## config.mk

```make
export PLATFORM = sky130hd
export DESIGN_NAME = pattern_stim_gen
export DESIGN_NICKNAME = d
export VERILOG_FILES = /design/src/rtl/pattern_stim_gen.sv
export SDC_FILE = /design/constraint.sdc
export NUM_CORES = 1
export LEC_CHECK = 0
export CAP_MARGIN = 20
export CORE_ASPECT_RATIO = 0.5
export CORE_MARGIN = 3
export CORE_UTILIZATION = 30
export DETAILED_ROUTE_END_ITERATION = 10
export GPL_TIMING_DRIVEN = 0
export SLEW_MARGIN = 30
export SYNTH_ARGS = -nofsm -noshare
export SYNTH_HDL_FRONTEND = slang
export SYNTH_SLANG_ARGS = --single-unit
```

## constraint.sdc

```tcl
create_clock -name clk -period 3.1 [get_ports clk]
set_input_delay 0.465 -clock clk [delete_from_list [all_inputs] [get_ports clk]]
set_output_delay 0.465 -clock clk [all_outputs]
set_load 0.005 [all_outputs]
```

## src/rtl/pattern_stim_gen.sv

```systemverilog
`default_nettype none
// pattern_stim_gen: multi-channel serial pattern player, MSB first, each bit held STEP_DIV clocks.
// Optional response capture into cap_o is enabled by defining PATGEN_CAPTURE_EN.
module pattern_stim_gen #(
  parameter int CHANNELS = 3,
  parameter int LEN      = 19,
  parameter int STEP_DIV = 1,
  parameter int IDX_W    = $clog2(LEN)
) (
  input  logic                    clk,
  input  logic                    reset_n,
  input  logic [CHANNELS*LEN-1:0] pat_i,
  input  logic                    start_i,
  input  logic                    abort_i,
  input  logic                    loop_i,
  input  logic                    resp_i,
  output logic [CHANNELS-1:0]     out_o,
  output logic                    step_o,
  output logic [IDX_W-1:0]        bit_idx_o,
  output logic                    busy_o,
  output logic                    done_o,
  output logic [LEN-1:0]          cap_o
);

  localparam int               DIV_W    = (STEP_DIV > 1) ? $clog2(STEP_DIV) : 1;
  localparam logic [IDX_W-1:0] LAST_IDX = IDX_W'(LEN - 1);
  localparam logic [DIV_W-1:0] DIV_LAST = DIV_W'(STEP_DIV - 1);

  typedef enum logic [0:0] {
    IDLE = 1'b0,
    RUN  = 1'b1
  } state_t;

  state_t                       state, state_nxt;
  logic [CHANNELS-1:0][LEN-1:0] shadow, shadow_nxt, src_pat;
  logic [DIV_W-1:0]             div_cnt, div_nxt;
  logic [IDX_W-1:0]             idx_nxt, sel_idx;
  logic [CHANNELS-1:0]          out_nxt, sel_bits;
  logic                         step_nxt, busy_nxt, done_nxt;
  logic                         bit_end, cap_clr;

  // On the start cycle the new bit comes straight from pat_i; afterwards from the shadow copy.
  assign src_pat = (state == IDLE) ? pat_i : shadow;
  assign sel_idx = ((state == IDLE) || (bit_idx_o == '0)) ? LAST_IDX : bit_idx_o - IDX_W'(1);

  for (genvar c = 0; c < CHANNELS; c++) begin : g_chan
    assign sel_bits[c] = src_pat[c][sel_idx];
  end

  always_comb begin
    state_nxt  = state;
    shadow_nxt = shadow;
    div_nxt    = div_cnt;
    idx_nxt    = bit_idx_o;
    out_nxt    = out_o;
    step_nxt   = 1'b0;
    busy_nxt   = busy_o;
    done_nxt   = 1'b0;
    bit_end    = 1'b0;
    cap_clr    = 1'b0;
    case (state)
      IDLE: begin
        if (start_i && !abort_i) begin
          state_nxt  = RUN;
          shadow_nxt = pat_i;
          div_nxt    = '0;
          idx_nxt    = LAST_IDX;
          out_nxt    = sel_bits;
          step_nxt   = 1'b1;
          busy_nxt   = 1'b1;
          cap_clr    = 1'b1;
        end
      end
      RUN: begin
        if (abort_i) begin
          state_nxt = IDLE;
          out_nxt   = '0;
          busy_nxt  = 1'b0;
          idx_nxt   = '0;
          div_nxt   = '0;
        end else if (div_cnt != DIV_LAST) begin
          div_nxt = div_cnt + DIV_W'(1);
        end else begin
          bit_end = 1'b1;
          div_nxt = '0;
          if ((bit_idx_o != '0) || loop_i) begin
            idx_nxt  = sel_idx;
            out_nxt  = sel_bits;
            step_nxt = 1'b1;
          end else begin
            state_nxt = IDLE;
            busy_nxt  = 1'b0;
            done_nxt  = 1'b1;
          end
        end
      end
      default: state_nxt = IDLE;
    endcase
  end

  always_ff @(posedge clk or negedge reset_n) begin
    if (!reset_n) begin
      state     <= IDLE;
      shadow    <= '0;
      div_cnt   <= '0;
      bit_idx_o <= '0;
      out_o     <= '0;
      step_o    <= 1'b0;
      busy_o    <= 1'b0;
      done_o    <= 1'b0;
    end else begin
      state     <= state_nxt;
      shadow    <= shadow_nxt;
      div_cnt   <= div_nxt;
      bit_idx_o <= idx_nxt;
      out_o     <= out_nxt;
      step_o    <= step_nxt;
      busy_o    <= busy_nxt;
      done_o    <= done_nxt;
    end
  end

`ifdef PATGEN_CAPTURE_EN
  always_ff @(posedge clk or negedge reset_n) begin
    if (!reset_n) begin
      cap_o <= '0;
    end else if (cap_clr) begin
      cap_o <= '0;
    end else if (bit_end) begin
      cap_o <= {cap_o[LEN-2:0], resp_i};
    end
  end
`else
  logic unused_capture;
  assign unused_capture = ^{resp_i, bit_end, cap_clr};
  assign cap_o          = '0;
`endif

endmodule
`default_nettype wire

```

# --- Word level (Yosys, flattened, before mapping) ---
# Cells that the tools add are included.
op_classes:
  addsub: 2
  magnitude_cmp: 1
  n_eq_ne: 4
  n_mux: 39
  n_bitwise: 1
  reduce_logical: 9
ops:
  columns: ["cell", "n"]
  rows:
  - ["57-bit 2-to-1 mux", 1]
  - ["5-bit 2-to-1 mux", 5]
  - ["1-bit 2-to-1 mux", 20]
  - ["1-bit binary-select mux with 5-bit select", 3]
  - ["3-bit 2-to-1 mux", 4]
  - ["5-bit case mux with 2 select lines", 1]
  - ["1-bit case mux with 2 select lines", 4]
  - ["5-bit by 6-bit < comparator with 1-bit output (second input constant)", 1]
  - ["3-bit inequality test (second input constant)", 2]
  - ["3-bit case mux with 2 select lines", 1]
  - ["3-bit AND reduction", 2]
  - ["5-bit logical NOT", 1]
  - ["5-bit nonzero test", 1]
  - ["5-bit by 1-bit subtractor with 5-bit output (second input constant)", 1]
  - ["3-bit by 2-bit inequality test with 1-bit output (second input constant)", 1]
  - ["1-bit logical OR", 2]
  - ["2-bit by 1-bit inequality test with 1-bit output (second input constant)", 1]
  - ["2-bit AND reduction", 1]
  - ["1-bit adder (second input constant)", 1]
  - ["1-bit logical AND", 1]
  - ["1-bit logical NOT", 1]
  - ["1-bit inverter", 1]
totals:
  ff_bits: 70
  in_bits: 63
  out_inout_bits: 30
  wordCells: 66

# --- Longest topological paths before layout ---
# Gate-level depths: netlist of run 1.
depth:
  ltp_word: 9
  ltp_mapped: 11
  mapped_depth_nobuf: 8

# --- Worst setup path after synthesis of run 1 ---
# No wires, ideal clock.
synth_path:
  kind: "register -> register"
  startpoint: "reg bit_idx_o[0]"
  endpoint: "reg out_o[2]"
  setup_time_ns: 0.129
  t_arrival_ns: 2.431
  slack_ns: 0.540
  path_stages_with_launch: 11
  n_path_buf: 2
  period_less_slack_ns: 2.560
  path_cell_list: "dfrtp_1 clkbuf_1 clkinv_1 ha_1 or4b_1 buf_2 and2_4 a31o_1 a2111o_1 o211ai_2 o31ai_1"
synth_between:
  elab_chain_len: 9
synth_lines:
  columns: ["element", "line", "text"]
  rows:
  - ["from (decl)", "19", "output logic [IDX_W-1:0] bit_idx_o,"]
  - ["from (signal assigned)", "115", "bit_idx_o <= idx_nxt;"]
  - ["branches (longest 9 deep; another with 5-bit by 1-bit subtractor with 5-bit output)", null, null]
  - ["to (signal assigned)", "116", "out_o <= out_nxt;"]
  - ["to (decl)", "17", "output logic [CHANNELS-1:0] out_o,"]
# Parallel ways; which one is timed is not known. The select of a mux whose other input is x is not followed.
# A chain may end at the register's enable or synchronous reset.

# --- Worst setup path in the final report of run 1 ---
layout_path:
  startpoint: "reg bit_idx_o[0]"
  endpoint: "reg out_o[1]"
# Same word-level chain as after synthesis.

==> impl_metrics.csv, run 1 <==
group,metric,value,unit
drt,vias,2945,
drt,drt-initial-drc-count,231,
placed_design,gp_congestion,0.894,
placed_design,placed_area,4640,µm²
drt,wirelength,9.71,mm
power,power.density,742,nW/µm²
flow_run,drv_cap,0,
cts,h-tree-depth,3,
cts,ctsLongestPathBuffers,2,
grt,grt_util_all_layers,0.146,
sta,finalSetupViolCount,0,
setup_path,ff2ff_setup_slack,0.16,ns
cts,cts_buffers,9,
synth,synthTopCellsByArea,"dfrtp_1 (47%), mux2_2 (19%), mux2i_1 (5.8%)",
drt,drc,0,
synth,synth_cells,328,
layout,postLayoutCellArea,4970,µm²
setup_path,startpoint_type,"flop",
grt,grt_max_degree,41,
layout,instances_no_fill,592,
sta,tightestPinTransition,0.916,ns
die,die_area,13600,µm²
power,ir_drop,384,µV
layout,drive_above_1_share,0.259,
synth,synth-edff-count,0,
sta,period_share,0.949,
synth,ys_seq_elements,68,
sta,finalHoldViolations,0,
setup_path,reg2reg_from,"bit_idx_o[0]",
synth,yosysWarnings,0,
synth,synthDistinctLibCells,47,
sta,slew_violations,0,
synth,synth_area_per_cell,11.1,µm²
setup_path,worst-endpoint-arrival,3.15,ns
synth,netlist_area,3640,µm²
placed_design,hpwl,7.33,mm
layout,syn_to_final_growth,36.6,%
die,die-height,83.9,µm
drt,viasPerCell,4.97,
cts,post-cts-setup-buffers,0,
setup_path,critPathRequiredTime,3.31,ns
die,die_x,162,µm
hold_path,hold_class,"in2async",
grt,grt_pass1_wl,15.4,mm
layout,fin_nets,492,
sta,grt_setup_unrepaired,"no",
placed_design,io_buffer_count,71,
sta,fmax,0.340,GHz
placed_design,dp_cells,577,
synth,async_reset_ff_frac,1.00,
synth,synth_flop_cell,"dfrtp_1",
die,num_rows,27,
grt,antenna_found_initial,0,
power,p_leak,2.09,nW
cts,cts_root_buf,"clkbuf_16",
synth,seq_area_frac_synth,0.467,
cts,cts_sinks,68,
grt,grt.overflow.total,0,
cts,cts_tree,"yes",
setup_path,crit_path_max_fanout,9,
run_status,outcome,"finished, final reports clean",
cts,clk_latency,0.33,ns
synth,synth_top_area_cell,"dfrtp_1",
cts,postCtsHoldBufs,0,
layout,n_antenna_cell,0,
sta,fin_skew,0.00599,ns
synth,synth_top_area_share,0.467,
setup_path,reg2reg_depth,8,
grt,first_global_vias,2880,
sta,fin_crit,2.94,ns
die,core,11400,µm²
setup_path,worstSetupPathType,"reg2reg",
power,p_total,3.69,mW
die,design.portCount,93,
drt,final_antenna_net_count,0,
sta,relSlewSlack,0.385,
die,start_util,0.319,
drt,first_pass_iters,5,
setup_path,worst_setup_path_end_kind,"flop",
setup_path,r2r-end,"out_o[1]",
cts,clk_pin_slew,0.06,ns
drt,wl_per_cell,16.4,µm
## cell usage after synthesis, types with 5 or more instances
master    instances
nand2_1          10
clkbuf_1         10
nor2_1           23
a21oi_1          15
mux2_2           62
mux2i_1          21
dfrtp_1          68
o22ai_1           5
a211oi_1          6
buf_2             5
inv_1             7
buf_1             5
nand3_1           6
o21ai_0          18
buf_4            20
## cells by family (layout without fill, tap and decap cells)
logic type | after synthesis | count (layout) | share of synthesized area
muxes | 83 | 83 | 0.249
AOI/OAI and AO/OA | 71 | 71 | 0.130
DFF | 68 | 68 | 0.467
and+or+nand+nor | 52 | 52 | 0.0670
buffers and inverters | 49 | 136 | 0.0749
xor gates and xnor gates | 3 | 3 | 0.00722
adders and majority gates | 1 | 1 | 0.00344
other | 1 | 19 | 0.00103
## sequential cells by signal (all words and copies together), names as in the netlist
signal,count
out_o,3
shadow,57
busy_o,1
done_o,1
state,1
bit_idx_o,5
## what timing repair did
action                                  CTS  global route
resized for setup                         2             1
pin swaps                                 0             0
endpoints found under the setup margin    2             3
## layout by cell type (no fill, tap or decap), types with 2 or more instances in the layout
| master | n |
|---|---|
| a211oi_1 | 6 |
| buf_2 | 5 |
| nor2_1 | 23 |
| o21ai_1 | 2 |
| nand2b_1 | 2 |
| inv_1 | 7 |
| a221oi_1 | 3 |
| o22ai_1 | 5 |
| clkbuf_16 | 9 |
| nand3_1 | 6 |
| o2111ai_1 | 2 |
| or4b_1 | 2 |
| and3_1 | 2 |
| o31ai_1 | 3 |
| a21oi_1 | 15 |
| a22oi_1 | 3 |
| buf_4 | 21 |
| mux2_2 | 62 |
| o21a_1 | 2 |
| bufinv_16 | 2 |
| dfrtp_1 | 68 |
| clkbuf_1 | 7 |
| xnor2_1 | 3 |
| nand2_1 | 10 |
| o21ai_0 | 18 |
| clkdlybuf4s50_1 | 70 |
| and2_1 | 2 |
| clkbuf_8 | 2 |
| buf_1 | 5 |
| clkbuf_2 | 2 |
| conb_1 | 19 |
| mux2i_1 | 21 |
| clkinvlp_4 | 3 |
## worst max-delay path by stage
stage | from | endpoint | slack, ns | depth (start not counted)
floorplan | bit_idx_o[0] | out_o[2] | 0.54 | 10
global placement | reset_n | shadow[41] | -0.87 | 1
detailed placement | bit_idx_o[0] | out_o[1] | -0.06 | 10
CTS | bit_idx_o[0] | out_o[2] | 0.04 | 9
global route | bit_idx_o[0] | out_o[2] | 0.01 | 8
finish | bit_idx_o[0] | out_o[1] | 0.16 | 8
## critical path: stages, from the launching register on
cell        delay (ns)
dfrtp_1           0.62
clkinvlp_4        0.34
ha_1              0.34
inv_1             0.09
a211oi_1          0.05
a311oi_1          0.77
a221oi_1          0.24
a22oi_1           0.27
o41ai_2           0.11
## power by group
group          switching (mW)  internal [mW]  leakage, nW
Clock                   0.387          0.749        0.158
Sequential              0.158           1.12        0.809
Combinational           0.661          0.620         1.13
## cell type report
class / instances / area [µm²]
fillers: 1114 / 6440
multi-input cells: 229 / 1730
flip-flops and latches: 68 / 1700
repair buffers: 72 / 728
clock buffers: 11 / 253
plain buffers: 40 / 241
well taps: 159 / 199
clock inverters: 5 / 83.8
inverters: 8 / 33.8
## metrics by stage
step	setup slack, ns	util	setup TNS, ns	hold slack (ns)
5_1_grt	0.0142	0.436	0	0.149
3_3_place_gp	-0.868	0.404	-58.98	0.482
6_report	0.158	0.436	0	0.109
2_1_floorplan	0.540	-	0	0.169
4_1_cts	0.0370	0.436	0	0.119
3_5_place_dp	-0.0572	0.406	-0.0759	0.481
## metal layers
| layer | share of wire | up-vias | GRT usage |
|---|---|---|---|
| met2 | 0.45 | 128 | 0.225 |
| met1 | 0.46 | 1436 | 0.204 |
| li1 | - | 1364 | - |
| met3 | 0.071 | 17 | 0.0337 |
| met4 | 0.015 | 0 | 0.0464 |
| met5 | 0 | - | 0 |
No activity file was read; power rests on OpenSTA's default activity.
==> run 2: changes to the inputs <==
--- a/config.mk
+++ b/config.mk
@@ -5,7 +5,6 @@
 export SDC_FILE = /design/constraint.sdc
 export NUM_CORES = 1
 export LEC_CHECK = 0
-export CAP_MARGIN = 20
 export CORE_ASPECT_RATIO = 0.5
 export CORE_MARGIN = 3
 export CORE_UTILIZATION = 30
==> results of run 2 <==
No change in the layout: final DEF, timing and power equal those of run 1.
==> run 3: changes to the inputs <==
--- a/config.mk
+++ b/config.mk
@@ -8,8 +8,11 @@
 export CORE_ASPECT_RATIO = 0.5
 export CORE_MARGIN = 3
 export CORE_UTILIZATION = 30
+export CTS_CLUSTER_SIZE = 16
 export DETAILED_ROUTE_END_ITERATION = 10
+export GPL_ROUTABILITY_DRIVEN = 0
 export GPL_TIMING_DRIVEN = 0
+export MAX_ROUTING_LAYER = met4
 export SLEW_MARGIN = 30
 export SYNTH_ARGS = -nofsm -noshare
 export SYNTH_HDL_FRONTEND = slang
==> run 3 against run 2 <==
  * Flip-flop and latch count did not move
  * Highest routed layer unchanged
  * Worst hold slack got worse by 0.0013 ns
  * Maximum frequency increased by 1.2%
  * Sequential power is essentially flat
  * Power shrank 0.14%
  * Cell area unchanged
  * Clock skew about the same
  * Largest cell class unchanged
  * First-iteration DRC count down 9.1%
  * Largest power group unchanged
  * Global-route usage increased by 0.44 points
==> impl_metrics.csv, run 3 (same netlist as run 1, synthesis figures left out) <==
group,metric,value,unit
die,num_rows,27,
placed_design,io_buffer_count,71,
grt,grt_pass1_wl,15.4,mm
cts,post-cts-setup-buffers,0,
setup_path,worstSetupPathType,"reg2reg",
sta,fin_skew,0.00580,ns
sta,grt_setup_unrepaired,"no",
cts,cts_root_buf,"clkbuf_16",
layout,syn_to_final_growth,36.6,%
layout,fin_nets,492,
layout,instances_no_fill,592,
layout,mostFrequentLayoutCells,"clkdlybuf4s50_1 (70), dfrtp_1 (68), mux2_2 (62)",
placed_design,hpwl,7.33,mm
layout,layout_commonest_cell,"clkdlybuf4s50_1",
sta,slew_violations,0,
hold_path,hold_class,"in2async",
flow_run,drv_cap,0,
sta,fin_ws,0.194,ns
die,die_x,162,µm
drt,wl_per_cell,16.4,µm
sta,finalHoldViolations,0,
cts,clk_latency,0.33,ns
cts,cts_resized,2,
grt,antenna_found_initial,0,
die,core,11400,µm²
die,die-height,83.9,µm
setup_path,reg2reg_from,"bit_idx_o[0]",
setup_path,critPathRequiredTime,3.31,ns
cts,h-tree-depth,3,
placed_design,dp_slack,-0.0572,ns
layout,largest_reg_flops,57,
cts,cts_tree,"yes",
run_status,outcome,"finished, final reports clean",
layout,nFillCells,1114,
setup_path,crit_start,"bit_idx_o[0]",
die,start_util,0.319,
power,p_leak,2.09,nW
setup_path,worst_setup_path_end_kind,"flop",
grt,first_global_vias,2878,
layout,top_regs,"shadow (57), bit_idx_o (5), out_o (3)",
layout,seqCellArea,1700,µm²
cts,cts_sinks,68,
layout,regMostFlops,"shadow",
drt,vias,2910,
drt,first_pass_iters,5,
cts,cts_buffers,9,
sta,tightestPinTransition,0.911,ns
sta,whs,0.108,ns
placed_design,dp_cells,577,
power,ir_drop,383,µV
drt,viasPerCell,4.92,
setup_path,worst-endpoint-arrival,3.12,ns
cts,postCtsHoldBufs,0,
die,die_area,13600,µm²
drt,wirelength,9.68,mm
grt,grt_max_degree,41,
setup_path,startpoint_type,"flop",
sta,finalSetupViolCount,0,
sta,period_share,0.937,
sta,fmax,0.344,GHz
die,design.portCount,93,
power,p_total,3.69,mW
drt,final_antenna_net_count,0,
layout,n_antenna_cell,0,
cts,clk_pin_slew,0.06,ns
layout,multi_input_area,1730,µm²
cts,ctsLongestPathBuffers,2,
drt,drc,0,
grt,grt.overflow.total,0,
drt,drt-initial-drc-count,210,
sta,fin_crit,2.91,ns
setup_path,crit_path_max_fanout,9,
layout,drive_above_1_share,0.259,
grt,grt_util_all_layers,0.150,
sta,relSlewSlack,0.389,
power,power.density,741,nW/µm²
run 3: cell counts in the layout (fill, tap and decap cells not counted):
Identical to the previous run, type by type.
run 3: final cells by class:
cell class	count	area share
plain buffers	40	0.0485
clock buffers	11	0.0508
clock inverters	5	0.0169
inverters	8	0.00679
multi-input cells	229	0.349
flip-flops and latches	68	0.342
well taps	159	0.0400
repair buffers	72	0.146
run 3: worst paths after layout:
check,end,slack [ns],cells after the start
worst max-delay path,out_o[1],0.19,8
worst min-delay path,shadow[26],0.11,1
worst max register to register,out_o[1],0.19,8
worst min register to register,shadow[6],0.50,1
max in group asynchronous,bit_idx_o[4],2.45,2
min in group clk,shadow[6],0.50,1
run 3: through the flow:
step / instance area, µm² / setup TNS [ns] / utilization
finish: 4970 / 0 / 0.436
global route: 4970 / 0 / 0.436
CTS: 4970 / 0 / 0.436
detailed placement: 4640 / -0.0759 / 0.406
global placement: 4620 / -58.98 / 0.404
floorplan: 3710 / 0 / -
run 3: worst max-delay path, stage by stage (launching register included):
cell        delay (ns)
dfrtp_1           0.62
clkinvlp_4        0.33
ha_1              0.33
inv_1             0.09
a211oi_1          0.05
a311oi_1          0.76
a221oi_1          0.23
a22oi_1           0.26
o41ai_2           0.11
run 3: power breakdown:
| part | switching [mW] | internal (mW) | total (mW) |
|---|---|---|---|
| registers | 0.158 | 1.12 | 1.27 |
| logic | 0.658 | 0.620 | 1.28 |
| clock network | 0.384 | 0.749 | 1.13 |
run 3: metal layers:
layer | track usage | share of wire | wire [µm]
met3 | 0.0312 | 0.065 | 632
met1 | 0.205 | 0.47 | 4510
met5 | - | 0 | 0
met2 | 0.225 | 0.45 | 4390
met4 | 0.0464 | 0.015 | 143
